## src/rtl/bitflip_scrubber.sv

```systemverilog
// Checkerboard memory scrubber: fills a test memory once, then loops reading
// each word, reporting per-bit flips on flip_o and rewriting corrupted words.
module bitflip_scrubber #(
   parameter int IN_DATA_WIDTH = 100,
   parameter int NUM_WORDS     = 64,
   parameter int ADDR_WIDTH    = $clog2(NUM_WORDS),
   parameter int SCAN_GAP      = 16
) (
   input  logic                     clk_i,
   input  logic                     rst_i,
   input  logic                     enable_i,
   output logic                     mem_req_o,
   output logic                     mem_we_o,
   output logic [ADDR_WIDTH-1:0]    mem_addr_o,
   output logic [IN_DATA_WIDTH-1:0] mem_wdata_o,
   input  logic                     mem_gnt_i,
   input  logic                     mem_rvalid_i,
   input  logic [IN_DATA_WIDTH-1:0] mem_rdata_i,
   output logic [IN_DATA_WIDTH-1:0] flip_o,
   output logic                     scan_done_o,
   output logic [15:0]              scan_cnt_o,
   output logic                     busy_o
);

   typedef enum logic [2:0] {IDLE, FILL, GAP, RD, WAIT, REPAIR} state_t;

   localparam int GAP_WIDTH = (SCAN_GAP > 0) ? $clog2(SCAN_GAP + 1) : 1;
   localparam logic [ADDR_WIDTH-1:0] LAST_ADDR = ADDR_WIDTH'(NUM_WORDS - 1);
   localparam logic [GAP_WIDTH-1:0]  GAP_LOAD  = GAP_WIDTH'(SCAN_GAP);

   state_t                   state_q, state_d;
   logic [ADDR_WIDTH-1:0]    addr_q, addr_d;
   logic [GAP_WIDTH-1:0]     gap_q, gap_d;
   logic [IN_DATA_WIDTH-1:0] flip_q, flip_d;
   logic                     done_q, done_d;
   logic [15:0]              cnt_q, cnt_d;
   logic [IN_DATA_WIDTH-1:0] pattern;
   logic [IN_DATA_WIDTH-1:0] diff;
   logic                     advance;

   // Checkerboard: even addresses set the even bits, odd addresses the odd bits.
   always_comb begin
      pattern = '0;
      for (int i = 0; i < IN_DATA_WIDTH; i++) begin
         pattern[i] = ~(1'(i) ^ addr_q[0]);
      end
   end

   assign diff = mem_rdata_i ^ pattern;

   always_comb begin
      state_d = state_q;
      addr_d  = addr_q;
      gap_d   = gap_q;
      flip_d  = '0;
      done_d  = 1'b0;
      cnt_d   = cnt_q;
      advance = 1'b0;
      case (state_q)
         IDLE: begin
            if (enable_i) begin
               state_d = FILL;
               addr_d  = '0;
            end
         end
         FILL: begin
            if (mem_gnt_i) begin
               if (addr_q == LAST_ADDR) begin
                  addr_d  = '0;
                  gap_d   = GAP_LOAD;
                  state_d = GAP;
               end else begin
                  addr_d = addr_q + 1'b1;
               end
            end
         end
         GAP: begin
            gap_d = (gap_q == '0) ? '0 : gap_q - 1'b1;
            if (!enable_i) begin
               state_d = IDLE;
            end else if (gap_q == '0) begin
               state_d = RD;
            end
         end
         RD: begin
            if (mem_gnt_i) state_d = WAIT;
         end
         WAIT: begin
            if (mem_rvalid_i) begin
               flip_d = diff;
               if (diff != '0) state_d = REPAIR;
               else            advance = 1'b1;
            end
         end
         REPAIR: begin
            if (mem_gnt_i) advance = 1'b1;
         end
         default: state_d = IDLE;
      endcase

      // Word boundary: the only place enable_i can stop a running scan.
      if (advance) begin
         if (addr_q == LAST_ADDR) begin
            addr_d = '0;
            done_d = 1'b1;
            if (cnt_q != 16'hFFFF) cnt_d = cnt_q + 16'd1;
            if (enable_i) begin
               state_d = GAP;
               gap_d   = GAP_LOAD;
            end else begin
               state_d = IDLE;
            end
         end else begin
            addr_d  = addr_q + 1'b1;
            state_d = enable_i ? RD : IDLE;
         end
      end
   end

   always_ff @(posedge clk_i) begin
      if (rst_i) begin
         state_q <= IDLE;
         addr_q  <= '0;
         gap_q   <= '0;
         flip_q  <= '0;
         done_q  <= 1'b0;
         cnt_q   <= '0;
      end else begin
         state_q <= state_d;
         addr_q  <= addr_d;
         gap_q   <= gap_d;
         flip_q  <= flip_d;
         done_q  <= done_d;
         cnt_q   <= cnt_d;
      end
   end

   assign mem_req_o   = (state_q == FILL) || (state_q == RD) || (state_q == REPAIR);
   assign mem_we_o    = (state_q == FILL) || (state_q == REPAIR);
   assign mem_addr_o  = addr_q;
   assign mem_wdata_o = mem_we_o ? pattern : '0;
   assign flip_o      = flip_q;
   assign scan_done_o = done_q;
   assign scan_cnt_o  = cnt_q;
   assign busy_o      = (state_q != IDLE);

endmodule

```

## config.mk

```make
export PLATFORM = sky130hd
export DESIGN_NAME = bitflip_scrubber
export DESIGN_NICKNAME = d
export VERILOG_FILES = /design/src/rtl/bitflip_scrubber.sv
export SDC_FILE = /design/constraint.sdc
export NUM_CORES = 1
export LEC_CHECK = 0
export CAP_MARGIN = 20
export CORE_AREA = 2 2 127 129
export DETAILED_ROUTE_END_ITERATION = 8
export DIE_AREA = 0 0 129 131
export GPL_TIMING_DRIVEN = 0
export PLACE_DENSITY = 0.95
export SYNTH_ARGS = -nofsm -noshare
export SYNTH_HDL_FRONTEND = slang
export SYNTH_SLANG_ARGS = --single-unit
```

## constraint.sdc

```tcl
create_clock -name clk_i -period 10.82 [get_ports clk_i]
set_input_delay 2.164 -clock clk_i [delete_from_list [all_inputs] [get_ports clk_i]]
set_output_delay 2.164 -clock clk_i [all_outputs]
set_load 0.03 [all_outputs]
```

==> flow_metrics.tcl <==
set metrics [dict create \
    die_height_um 131 \
    rr_worst_depth 11 \
    grt_max_degree 51 \
    mostFrequentLayoutCells "clkdlybuf4s50_1 (328), dfxtp_1 (131), nor2_1 (119)" \
    run_status "finished, final reports clean" \
    cts_max_path_buffers 2 \
    cts_sinks 131 \
    power_uw 2040 \
    slew_viol_final 0 \
    holdPathEnd "gap_q[4]" \
    track_usage_pct 30.1 \
    wl_per_cell_um 19.9 \
    final_common_cell "clkdlybuf4s50_1" \
    cts_buffers 17 \
    cp_max_fo 50 \
    synth-async-reset-ratio_pct 0 \
    numPortBuffers 328 \
    dieWidth_um 129 \
    finalHoldViolCount 0 \
    r2r_setup_slack_ns 7.21 \
    timing.rr.end "scan_cnt_o[13]" \
    required_ns 8.66 \
    grt_pass1_vias 6810 \
    fmax_mhz 151 \
    dr.pass1.iters 6 \
    finalSetupViolations 0 \
    setup_tns_ns 0 \
    antenna_found_initial 9 \
    wirelength_mm 26.5 \
    finalClockSkew_ns 0.00862 \
    ys_ff_latch 131 \
    reg2reg_from "mem_addr_o[0]" \
    ys.flop_type "dfxtp_1" \
    cts_setup_buffers 0 \
    final_antenna_net_count 0 \
    syn-cell-area_um2 6700 \
    avgSynthCellArea_um2 9.00 \
    p_leak_uw 0.00426 \
    rsz0062_at_grt "false" \
    cts_resized 0 \
    synth_cell_types 59 \
    place_ws_ns 4.67 \
    area_growth_pct 62.6 \
    synth_edf_count 0 \
    vdd_ir_drop_max_mv 0.194 \
    cts_tree "yes" \
    drv_cap 0 \
    clk_pin_slew_ns 0.06 \
    grt_pass1_wl_mm 38.3 \
    end_kind "output port" \
    fin_ws_ns 4.20 \
    nFillCells 1069 \
    finalNetCount 1200 \
    placementRows 46 \
    cp.arrival_ns 4.46 \
    yosys_warnings 0 \
    cts_max_level 4 \
    drc_errors 0 \
    synthCells 745 \
    gp_congestion 0.908 \
    viasPerCell 5.28 \
    yosys.area.top_type "dfxtp_1" \
    startpoint_type "register" \
    grt_overflow_total 0 \
    layout-drive-gt1-share_pct 13.6 \
    dr.first_iter.drc_count 553 \
    p_per_area_nw_per_um2 188 \
    clk_latency_ns 0.42 \
    clockRootBuffer "clkbuf_16" \
    io-pin-count 331 \
    dieArea_um2 16900 \
    crit_type "register to output port" \
    syn_nets 853 \
    hold_buffers 0 \
    vias 7003 \
    hp-start "gap_q[4]" \
    multi_input_area_um2 3110 \
    initial_core_util_pct 43.0 \
    fin_crit_ns 6.62 \
    min_path_cells 2 \
    synth.top_cells.by_area "dfxtp_1 (39%), buf_4 (11%), nor2_1 (6.7%), xnor2_1 (6.7%), xor2_1 (6.5%)" \
    coreArea_um2 15600 \
    dp_hpwl_mm 19.1 \
    timing.final.crit_share_pct 61.2 \
    worst_pin_slew_ns 0.987 \
    max_slew_margin_pct 34.0 \
    yosysTopAreaCellShare_pct 39.1 \
    hold_class "register to register" \
    seq_area_um2 2620 \
    ys_seq_area_share_pct 39.1 \
]
==> layer usage <==
metal  routed length [um]  global-route usage (%)  share of wire [%]  vias to the layer above
met2                13100                    52.4                 49                      465
met5                   24                       0              0.091                        -
met3                 2730                    11.6                 10                      106
met1                 9090                    30.2                 34                     3261
li1                     -                       -                  -                     3167
met4                 1530                    19.7                5.8                        4
==> flip-flops by register name, summed over array words and instances, names as in the netlist <==
| register | flops |
|---|---|
| flip_o | 100 |
| gap_q | 5 |
| mem_addr_o | 6 |
| scan_cnt_o | 16 |
| scan_done_o | 1 |
| state_q | 3 |
==> cell families (layout without fill, tap and decap cells) <==
family | after synthesis | in the layout | share of synthesized area [%]
other cells | 0 | 6 | 0
buf+inv | 150 | 510 | 14.6
simple gates | 264 | 264 | 21.4
compound gates | 75 | 75 | 7.97
mux | 21 | 21 | 3.16
xor+xnor | 101 | 101 | 13.2
fa+ha+maj | 3 | 3 | 0.560
flops | 131 | 131 | 39.1
==> cell usage after synthesis, types with 3 or more instances <==
cell type,number
xnor2_1,51
buf_1,7
a21oi_1,23
nand3_1,18
nor2b_1,6
dfxtp_1,131
nand2_1,23
and3_1,7
nor4bb_1,12
buf_4,98
a2111oi_0,3
and4_1,3
inv_1,10
o21ai_0,10
a22o_1,3
o31ai_1,12
clkbuf_1,28
xor2_1,50
or4_1,18
mux2i_1,20
a2111oi_2,3
ha_1,3
and4b_1,10
nor3_1,5
o21a_1,3
nor4_1,5
nor2_1,120
nand4_1,11
nor4b_1,9
or3_1,4
buf_6,6
==> final cells by class <==
cell class | instances | area share (%)
timing repair buffer | 328 | 30.1
multi-input combinational | 464 | 28.5
sequential | 131 | 24.1
buffer | 140 | 8.62
clock buffer | 21 | 4.32
tap | 216 | 2.48
clock inverter | 11 | 1.38
inverter | 10 | 0.344
antenna | 6 | 0.138
==> worst max-delay path, cell delays in order, from the launching register on <==
cell             delay (ns)
dfxtp_1                0.46
buf_6                  0.21
buf_6                  0.17
buf_2                  0.25
buf_1                  0.46
buf_1                  0.67
and2_2                 0.89
buf_4                  0.23
clkdlybuf4s50_1        0.69
==> power by group <==
part	total (uW)	leakage [uW]	switching [uW]	internal [uW]
combinational	938	0.00291	511	427
sequential	496	0.00106	5.45	491
clock	610	0.000300	228	382
total	2040	0.00426	744	1300
==> stage by stage <==
stage,hold slack (ns),utilization [%],area (um^2),instances
after floorplan,0.445,-,6700,745
after global placement,0.481,65.7,10300,1289
after detailed placement,0.483,65.8,10300,1289
after CTS,0.496,69.8,10900,1321
after global routing,0.521,69.9,10900,1327
final,0.502,69.9,10900,1327
==> worst max-delay path by stage <==
stage,start,endpoint,slack [ns],cells past startpoint
3_3_place_gp,mem_addr_o[0],mem_wdata_o[30],3.86,8
3_5_place_dp,mem_addr_o[0],mem_wdata_o[73],4.67,8
4_1_cts,mem_addr_o[0],mem_wdata_o[73],4.21,8
2_1_floorplan,mem_addr_o[0],mem_wdata_o[10],4.92,7
6_report,mem_addr_o[0],mem_wdata_o[73],4.20,8
5_1_grt,mem_addr_o[0],mem_wdata_o[87],3.98,8
Note: power is estimated with default switching activity, not from simulation.
